### src/rtl/keyboard_pkg.sv
// Shared scan-code constants, ASCII control codes and parity helper for the
// PS/2 keyboard decoder.
package keyboard_pkg;

  // Scan-code set 2 prefixes and modifier keys
  localparam logic [7:0] SC_BREAK  = 8'hF0;
  localparam logic [7:0] SC_EXT    = 8'hE0;
  localparam logic [7:0] SC_LSHIFT = 8'h12;
  localparam logic [7:0] SC_RSHIFT = 8'h59;
  localparam logic [7:0] SC_CAPS   = 8'h58;

  // ASCII control characters produced by non-printing keys
  localparam logic [7:0] ASCII_SPACE = 8'h20;
  localparam logic [7:0] ASCII_CR    = 8'h0D;
  localparam logic [7:0] ASCII_BS    = 8'h08;
  localparam logic [7:0] ASCII_TAB   = 8'h09;
  localparam logic [7:0] ASCII_ESC   = 8'h1B;

  // Odd parity over parity bit plus data: a good byte has an odd number of ones
  function automatic logic parity_ok(input logic [8:0] v);
    return ^v;
  endfunction

endpackage

### src/rtl/scan2ascii.sv
// Combinational scan-code-set-2 to ASCII lookup. Letters honour Shift XOR Caps,
// digits and punctuation honour Shift only, control keys ignore both.
module scan2ascii
  import keyboard_pkg::*;
(
  input  logic [7:0] i_code,
  input  logic       i_shift,
  input  logic       i_caps,
  output logic [7:0] o_char,
  output logic       o_mapped
);

  logic [7:0] w_base;
  logic       w_letter;

  // Table lookup: lowercase/unshifted base character plus letter flag
  always_comb begin
    w_base   = 8'h00;
    w_letter = 1'b0;
    o_mapped = 1'b1;
    case (i_code)
      8'h1C: begin w_base = 8'h61; w_letter = 1'b1; end
      8'h32: begin w_base = 8'h62; w_letter = 1'b1; end
      8'h21: begin w_base = 8'h63; w_letter = 1'b1; end
      8'h23: begin w_base = 8'h64; w_letter = 1'b1; end
      8'h24: begin w_base = 8'h65; w_letter = 1'b1; end
      8'h2B: begin w_base = 8'h66; w_letter = 1'b1; end
      8'h34: begin w_base = 8'h67; w_letter = 1'b1; end
      8'h33: begin w_base = 8'h68; w_letter = 1'b1; end
      8'h43: begin w_base = 8'h69; w_letter = 1'b1; end
      8'h3B: begin w_base = 8'h6A; w_letter = 1'b1; end
      8'h42: begin w_base = 8'h6B; w_letter = 1'b1; end
      8'h4B: begin w_base = 8'h6C; w_letter = 1'b1; end
      8'h3A: begin w_base = 8'h6D; w_letter = 1'b1; end
      8'h31: begin w_base = 8'h6E; w_letter = 1'b1; end
      8'h44: begin w_base = 8'h6F; w_letter = 1'b1; end
      8'h4D: begin w_base = 8'h70; w_letter = 1'b1; end
      8'h15: begin w_base = 8'h71; w_letter = 1'b1; end
      8'h2D: begin w_base = 8'h72; w_letter = 1'b1; end
      8'h1B: begin w_base = 8'h73; w_letter = 1'b1; end
      8'h2C: begin w_base = 8'h74; w_letter = 1'b1; end
      8'h3C: begin w_base = 8'h75; w_letter = 1'b1; end
      8'h2A: begin w_base = 8'h76; w_letter = 1'b1; end
      8'h1D: begin w_base = 8'h77; w_letter = 1'b1; end
      8'h22: begin w_base = 8'h78; w_letter = 1'b1; end
      8'h35: begin w_base = 8'h79; w_letter = 1'b1; end
      8'h1A: begin w_base = 8'h7A; w_letter = 1'b1; end
      8'h45: w_base = i_shift ? 8'h29 : 8'h30;
      8'h16: w_base = i_shift ? 8'h21 : 8'h31;
      8'h1E: w_base = i_shift ? 8'h40 : 8'h32;
      8'h26: w_base = i_shift ? 8'h23 : 8'h33;
      8'h25: w_base = i_shift ? 8'h24 : 8'h34;
      8'h2E: w_base = i_shift ? 8'h25 : 8'h35;
      8'h36: w_base = i_shift ? 8'h5E : 8'h36;
      8'h3D: w_base = i_shift ? 8'h26 : 8'h37;
      8'h3E: w_base = i_shift ? 8'h2A : 8'h38;
      8'h46: w_base = i_shift ? 8'h28 : 8'h39;
      8'h4E: w_base = i_shift ? 8'h5F : 8'h2D;
      8'h55: w_base = i_shift ? 8'h2B : 8'h3D;
      8'h41: w_base = i_shift ? 8'h3C : 8'h2C;
      8'h49: w_base = i_shift ? 8'h3E : 8'h2E;
      8'h4A: w_base = i_shift ? 8'h3F : 8'h2F;
      8'h29: w_base = ASCII_SPACE;
      8'h5A: w_base = ASCII_CR;
      8'h66: w_base = ASCII_BS;
      8'h0D: w_base = ASCII_TAB;
      8'h76: w_base = ASCII_ESC;
      default: o_mapped = 1'b0;
    endcase
  end

  // Letters become uppercase when exactly one of Shift / Caps Lock is active
  always_comb begin
    if (w_letter && (i_shift ^ i_caps)) begin
      o_char = w_base & 8'hDF;
    end else begin
      o_char = w_base;
    end
  end

endmodule

### src/rtl/keyboard_controller.sv
// PS/2 scan-code-set-2 byte stream to ASCII decoder: parity check, prefix and
// modifier tracking, registered character/strobe outputs.
module keyboard_controller
  import keyboard_pkg::*;
(
  input  logic       clk,
  input  logic       rst,
  input  logic [8:0] scan_code_p,
  input  logic       valid,
  output logic [7:0] ascii,
  output logic       ascii_valid,
  output logic       parity_err
);

  logic [7:0] r_ascii;
  logic       r_ascii_valid;
  logic       r_parity_err;
  logic       r_break_pend;
  logic       r_ext_pend;
  logic       r_lshift;
  logic       r_rshift;
  logic       r_caps;

  logic [7:0] w_code;
  logic       w_parity_ok;
  logic [7:0] w_char;
  logic       w_mapped;

  assign w_code      = scan_code_p[7:0];
  assign w_parity_ok = parity_ok(scan_code_p);

  scan2ascii u_scan2ascii (
    .i_code   (w_code),
    .i_shift  (r_lshift | r_rshift),
    .i_caps   (r_caps),
    .o_char   (w_char),
    .o_mapped (w_mapped)
  );

  // Per-byte decode: parity, prefix/modifier flags and registered outputs
  always_ff @(posedge clk) begin
    if (rst) begin
      r_ascii       <= 8'h00;
      r_ascii_valid <= 1'b0;
      r_parity_err  <= 1'b0;
      r_break_pend  <= 1'b0;
      r_ext_pend    <= 1'b0;
      r_lshift      <= 1'b0;
      r_rshift      <= 1'b0;
      r_caps        <= 1'b0;
    end else begin
      r_ascii_valid <= 1'b0;
      r_parity_err  <= 1'b0;
      if (valid) begin
        if (!w_parity_ok) begin
          // A corrupted byte could have been part of a prefix sequence
          r_parity_err <= 1'b1;
          r_break_pend <= 1'b0;
          r_ext_pend   <= 1'b0;
        end else begin
          case (w_code)
            SC_EXT:   r_ext_pend   <= 1'b1;
            SC_BREAK: r_break_pend <= 1'b1;
            default: begin
              r_break_pend <= 1'b0;
              r_ext_pend   <= 1'b0;
              if (w_code == SC_LSHIFT) begin
                r_lshift <= ~r_break_pend;
              end else if (w_code == SC_RSHIFT) begin
                r_rshift <= ~r_break_pend;
              end else if (w_code == SC_CAPS) begin
                if (!r_break_pend) begin
                  r_caps <= ~r_caps;
                end else begin
                  r_caps <= r_caps;
                end
              end else if (!r_break_pend && !r_ext_pend && w_mapped) begin
                r_ascii       <= w_char;
                r_ascii_valid <= 1'b1;
              end else begin
                r_ascii <= r_ascii;
              end
            end
          endcase
        end
      end else begin
        r_ascii <= r_ascii;
      end
    end
  end

  assign ascii       = r_ascii;
  assign ascii_valid = r_ascii_valid;
  assign parity_err  = r_parity_err;

endmodule

### config.mk
export PLATFORM = sky130hd
export DESIGN_NAME = keyboard_controller
export DESIGN_NICKNAME = d
export VERILOG_FILES = /design/src/rtl/keyboard_pkg.sv /design/src/rtl/scan2ascii.sv /design/src/rtl/keyboard_controller.sv
export SDC_FILE = /design/constraint.sdc
export NUM_CORES = 1
export LEC_CHECK = 0
export CORE_MARGIN = 8
export CORE_UTILIZATION = 55
export DETAILED_ROUTE_END_ITERATION = 8
export GPL_ROUTABILITY_DRIVEN = 1
export PLACE_DENSITY = 0.79
export SLEW_MARGIN = 25
export SYNTH_ARGS = -nofsm -noshare
export SYNTH_HDL_FRONTEND = slang
export SYNTH_SLANG_ARGS = --single-unit
export TNS_END_PERCENT = 10
### constraint.sdc
create_clock -name clk -period 4.4 [get_ports clk]
set_input_delay 1.32 -clock clk [delete_from_list [all_inputs] [get_ports clk]]
set_output_delay 1.32 -clock clk [all_outputs]
set_load 0.005 [all_outputs]
# After elaboration in Yosys (flattened, before gate mapping)

Cells that the tools add are included.

Logic and storage cells: 113
Output and inout bits: 10
Input port bits: 12
Bits in registers: 15

Reductions and logical operators: 17
Bitwise logic cells: 10
Equality and inequality tests: 53
Multiplexer cells: 25

Operators by type and width:

| kind                                                 | number |
|---|---|
| case mux 7 bit (46 select lines)                     | 1 |
| equality test 8 x 6 -> 1 bit (second input constant) | 23 |
| equality test 8 x 7 -> 1 bit (second input constant) | 17 |
| equality test 8 x 5 -> 1 bit (second input constant) | 8 |
| 2-to-1 mux 5 bit                                     | 12 |
| OR reduction 46 bit                                  | 1 |
| OR reduction 26 bit                                  | 1 |
| 2-to-1 mux 7 bit                                     | 3 |
| equality test 8 bit (second input constant)          | 2 |
| AND reduction 7 bit                                  | 2 |
| parity 9 bit                                         | 1 |
| equality test 8 x 4 -> 1 bit (second input constant) | 1 |
| inverter 1 bit                                       | 8 |
| OR reduction 8 bit                                   | 1 |
| 2-to-1 mux 1 bit                                     | 6 |
| 2-to-1 mux 6 bit                                     | 1 |
| AND reduction 5 bit                                  | 1 |
| != test 2 bit (second input constant)                | 2 |
| case mux 1 bit (2 select lines)                      | 2 |
| AND reduction 2 bit                                  | 2 |
| AND reduction 4 bit                                  | 1 |
| OR reduction 2 bit                                   | 2 |
| logical AND 1 bit                                    | 3 |
| zero test 1 bit                                      | 2 |
| other kinds (2)                                      | 2 |

# Longest topological paths before layout

Word-level depth: 5
Gate-level depth with buffers: 10

# By module

From an unflattened synthesis, not the netlist that was laid out.

Cell total of the unflattened synthesis: 285
Area, all modules: 2103.3 um2

Modules (own cells, without submodules):

| module              | instances | sequential area each (um2) | area an instance (um2) | cells each |
|---|---|---|---|---|
| scan2ascii          | 1         | 0.0                        | 1197.4                 | 191 |
| keyboard_controller | 1         | 300.3                      | 905.9                  | 94 |

# Least setup slack after synthesis

Ideal clock, no wire load.

Path type: input to register
Start point: in scan_code_p[0]
End point: reg r_ascii[5] (netlist: ascii[5])
Data required time: 4.312 ns
Data arrival time: 3.039 ns
Path slack: 1.272 ns
Path buffers: 1
Cell stages on the path: 9
Setup time: 0.088 ns
Cells stage by stage: inv_1 ha_1 xnor3_1 xnor2_2 o2111a_2 and3_1 buf_6 a21oi_1 a311oi_2

Longest elaborated chain between the ends: 5

Ends and longest elaborated chain:

| item                                                                               | line                                        | text |
|---|---|---|
| from (decl)                                                                        | keyboard_controller.sv:8                    | `input logic [8:0] scan_code_p,` |
| equality test 8 x 7 -> 1 bit, or another cell as far along                         | scan2ascii.sv:21                            | `case (i_code)` |
| OR reduction 46 bit (no source line) / OR reduction 26 bit (equally long branches) | --                                          |  |
| 2-to-1 mux 1 bit                                                                   | scan2ascii.sv:21                            |  |
| logical AND 1 bit, on equally long branches                                        | keyboard_controller.sv:77, scan2ascii.sv:74 |  |
| AND reduction 7 bit (no source line) / 2-to-1 mux 6 bit (equally long branches)    | --                                          |  |
| to (signal assigned)                                                               | keyboard_controller.sv:78                   | `r_ascii <= w_char;` |
| to (signal assigned)                                                               | keyboard_controller.sv:81                   | `r_ascii <= r_ascii;` |
| to (signal assigned)                                                               | keyboard_controller.sv:87                   | `r_ascii <= r_ascii;` |
| to (decl)                                                                          | keyboard_controller.sv:15                   | `logic [7:0] r_ascii;` |

Several ways; a longest one is shown, not always the timed one.
A chain may end at the register's enable or synchronous reset.

# Worst setup path in the final report

Start point: in scan_code_p[3]
End point: reg r_ascii[5] (netlist: ascii[5])

The elaborated chain is that of the path after synthesis.

==> impl.org <==
** Yosys
- Synthesized area per cell :: 7.36 sq um
- In this run the biggest area consumer among cell types represents 15.5% of the synthesized area.
- Most common flop cell mapped by yosys :: sky130_fd_sc_hd__dfxtp_1
- Summing every instance area after synthesis gives 1800 sq um.
- Synth Warn # :: 0
- Fraction of the mapped netlist area in compound gates :: 29.0%
- Async set or reset register ratio after synthesis :: 0%
- Summed over all instances, the cell type with the most area after synthesis is sky130_fd_sc_hd__dfxtp_1.
- Synthesis produced a netlist whose cell count is 245.
- Unique cell type count in the Yosys netlist :: 54
- Of the total synthesized cell area, the portion taken by full adders, half adders and majority gates is 11.1%.
- Top cells by area in the synthesized netlist :: sky130_fd_sc_hd__dfxtp_1 (16%), sky130_fd_sc_hd__ha_1 (11%), sky130_fd_sc_hd__a21oi_1 (5.8%), sky130_fd_sc_hd__nand2_1 (5.8%), sky130_fd_sc_hd__nand3_1 (4.2%)
- Number of synthesized flops with an enable pin :: 0
- Largest family of logic cells by synthesized area :: simple AND/OR/NAND/NOR gates
- Number of storage elements in the synthesis netlist :: 14
- Syn nets :: 273
- Fraction of the yosys area taken by sequential cells :: 15.5%
- Multiplexer fraction of the synthesized cell area :: 2.29%
- After Yosys synthesis, and, or, nand and nor cells account for 29.0% of the synthesized area.
- After Yosys synthesis, XOR and XNOR cells account for 3.12% of the synthesized area.

** Critical path
- Data required time at the worst endpoint :: 4.59 ns
- Startpoint types :: input port
- Tracing the worst setup path back leads to its startpoint at scan_code_p[3].
- The startpoint identified for the worst register-to-register timing path is r_rshift.
- Critical path type :: in2reg
- Critical path peak fanout :: 15
- The worst setup path is captured at a register.
- Worst path arrival time :: 3.90 ns

** Clock network
- Number of levels in the clock H-tree :: 1
- Clock tree from TritonCTS :: yes
- In this run the clock root is driven by a sky130_fd_sc_hd__clkbuf_4.
- Insertion delay to the later sink of the worst-skew pair :: 0.28 ns
- Count of instances resized after the clock tree is built :: 0
- CTS Hold Buffers Added :: 0
- CTS saw 14 sinks.
- Buffers added to address setup during post-CTS repair amount to 0.
- Number of CTS-inserted buffers :: 3
- Clock-pin slew was measured on the worst setup and hold paths at 0.08 ns.
- No sink is reached through more buffers than the 2 on the longest clock path.

** Timing
- The count of final hold-check violations was 0.
- For the pin with the worst max-slew slack, the measured transition is 0.558 ns.
- The worst pin sits at a relative slew slack of 62.7%.
- Ratio of final minimum period to clock period :: 84.2%
- Minimum hold slack :: 0.464 ns
- Setup violators final :: 0
- After routing, the total negative slack on setup checks comes to 0 ns.
- Setup repair after global routing left no endpoint under its margin.
- Maximum frequency from static timing analysis :: 270 MHz
- Period minus WS final :: 3.71 ns
- For the final database, setup skew stands at 0.00711 ns.
- Fin. max-slew vios :: 0

** Outcome
- Status :: finished clean

** Route
- Wire length per cell :: 17.7 um
- DRC marker count from the first detailed-route iteration :: 434
- The routed design has 5.32 mm of wire.
- Routed vias :: 2058
- Once detail routing completed, the nets flagged for antenna violations numbered 0.
- The first TritonRoute pass finished after 5 iterations.
- Remaining design rule violation count :: 0
- Detailed-route vias per instance :: 6.86

** Placement
- Half-perimeter wire length after placement :: 4.03 mm
- Final weighted congestion in routability-driven placement :: 0.985
- Count of port buffers added during placement :: 20

** GRT
- Tot GR Track Use :: 20.5%
- Entering global routing, the biggest net connects 16 pins.
- The number of antenna violations at the first check in global routing was 0.
- The first global-routing pass estimated 8.88 mm of wire.
- Remaining global-route overflow :: 0
- The via count of the first global-routing pass is 1802.

** Floorplanning
- The initial utilization of the core area, before any placement, comes to 58.6%.
- From left edge to right edge, the die measures 73.3 um.
- The die covers 5370 sq um.
- Core Area :: 3080 sq um
- Pin placement for this block handled 22 I/O pins.
- Die extent in y :: 73.3 um
- The floorplan has 20 rows.

** Pwr
- The internal power of the cells totals 241 uW.
- Fraction of power spent switching nets :: 35.3%
- The worst-case IR drop observed on VDD is 0.000184 V.
- For this design the ratio of total power to cell area is 184 nW/um^2.
- In this run the power spent charging and discharging nets is 131 uW.
- Combinational cells account for 39.5% of the total power.
- The share of total power dissipated in the clock network is 24.7%.
- Sequential group share of total power :: 35.8%
- Summed over all cells, the static leakage comes to 0.710 nW.

** Final layout
- After the last flow step, the layout net total stands at 285.
- From synthesis to final layout, the design area changed by 12.0%.
- Diodes inserted :: 0
- Measured on the finished design, the core utilization comes to 65.7%.
- Cells with a size suffix above 1 make up 10.9% of the layout.

** Flow run
- Max-cap violations in this run came to 0.

** Worst hold path
- In this run the worst hold path is classified as reg2reg.
- Startpoint of the worst hold path :: r_ext_pend
critical path, cell delays in order:
cell	delay (ns)
sky130_fd_sc_hd__clkdlybuf4s50_1	0.50
sky130_fd_sc_hd__inv_1	0.07
sky130_fd_sc_hd__ha_1	0.38
sky130_fd_sc_hd__a221oi_1	0.37
sky130_fd_sc_hd__a211oi_1	0.10
sky130_fd_sc_hd__buf_4	0.17
sky130_fd_sc_hd__nor4b_4	0.31
sky130_fd_sc_hd__and4_2	0.36
sky130_fd_sc_hd__nor2_1	0.09
sky130_fd_sc_hd__a311oi_2	0.23
path summary, 6_finish.rpt:
check,slack [ns],cells past startpoint,endpoint
max reg2reg,2.69,6,ascii[2]
min reg2reg,0.46,2,r_ext_pend
min,0.46,2,r_ext_pend
max,0.69,10,ascii[5]
layout make-up:
class	instances	area (sq um)
well taps	44	55.1
multi-input cells	199	1350
flip-flops and latches	14	280
repair buffers	28	260
inverters	11	41.3
clock buffers	4	36.3
fillers	269	1060
routing by layer:
metal | part of all wire, % | vias up | track usage (%)
met5 | 0 | - | 0
li1 | - | 938 | -
met1 | 40 | 923 | 27.3
met4 | 4.0 | 0 | 6.22
met3 | 11 | 32 | 3.81
met2 | 45 | 165 | 32.2
synth_stat cells (all sizes together) (3+ instances only):
master / number
inv: 11
buf: 18
o211ai: 3
nor2: 15
nor3b: 3
nor4: 4
o2111ai: 4
nand3: 15
o22ai: 6
nor3: 8
nand2: 29
o21ai: 21
dfxtp: 14
ha: 16
nand4: 12
mux2i: 3
clkbuf: 3
and3: 3
a21oi: 22
a22oi: 7
o221ai: 3
cells in the final DEF (no fill, tap or decap), drive strengths merged, types with 6 or more instances in the layout:
cell           synthesis  final
a22oi                  7      7
o22ai                  6      6
clkdlybuf4s50          0     20
nor2                  15     15
nand4                 12     12
nor3                   8      8
o21ai                 21     21
nand2                 29     29
inv                   11     11
dfxtp                 14     14
a21oi                 22     22
nand3                 15     15
buf                   18      8
ha                    16     16
through the flow:
stage | std cells | area (sq um) | power (mW) | setup WS (ns)
after global routing | 300 | 2020 | 0.396 | 0.541
after global placement | 296 | 1980 | 0.279 | 0.423
after floorplan | 245 | 1800 | 0.242 | 1.27
after CTS | 300 | 2020 | 0.371 | 0.726
final | 300 | 2020 | 0.372 | 0.694
after detailed placement | 296 | 1980 | 0.279 | 0.432
state kept, by name, summed over array words and instances, names as in the netlist:
| signal | count |
|---|---|
| r_lshift | 1 |
| r_caps | 1 |
| r_ext_pend | 1 |
| r_break_pend | 1 |
| parity_err | 1 |
| ascii | 7 |
| r_rshift | 1 |
| ascii_valid | 1 |
power by group through the flow:
stage | Sequential (mW) | Combinational (mW) | Clock, mW
2_1_floorplan | 0.137 | 0.106 | 0
6_report | 0.133 | 0.147 | 0.0919
4_1_cts | 0.133 | 0.144 | 0.0937
3_3_place_gp | 0.136 | 0.142 | 0
3_5_place_dp | 0.136 | 0.143 | 0
5_1_grt | 0.134 | 0.159 | 0.103
logic make-up (layout without fill, tap and decap cells):
family	count (synthesis)	after routing
AND/OR/NAND/NOR	95	95
AO/OA/AOI/OAI	79	79
buffers and inverters	32	43
adder cells (fa/ha/maj)	16	16
flip-flops	14	14
XOR/XNOR	4	4
multiplexers	4	4
other	1	1
Power figures use the tool's default switching activity.
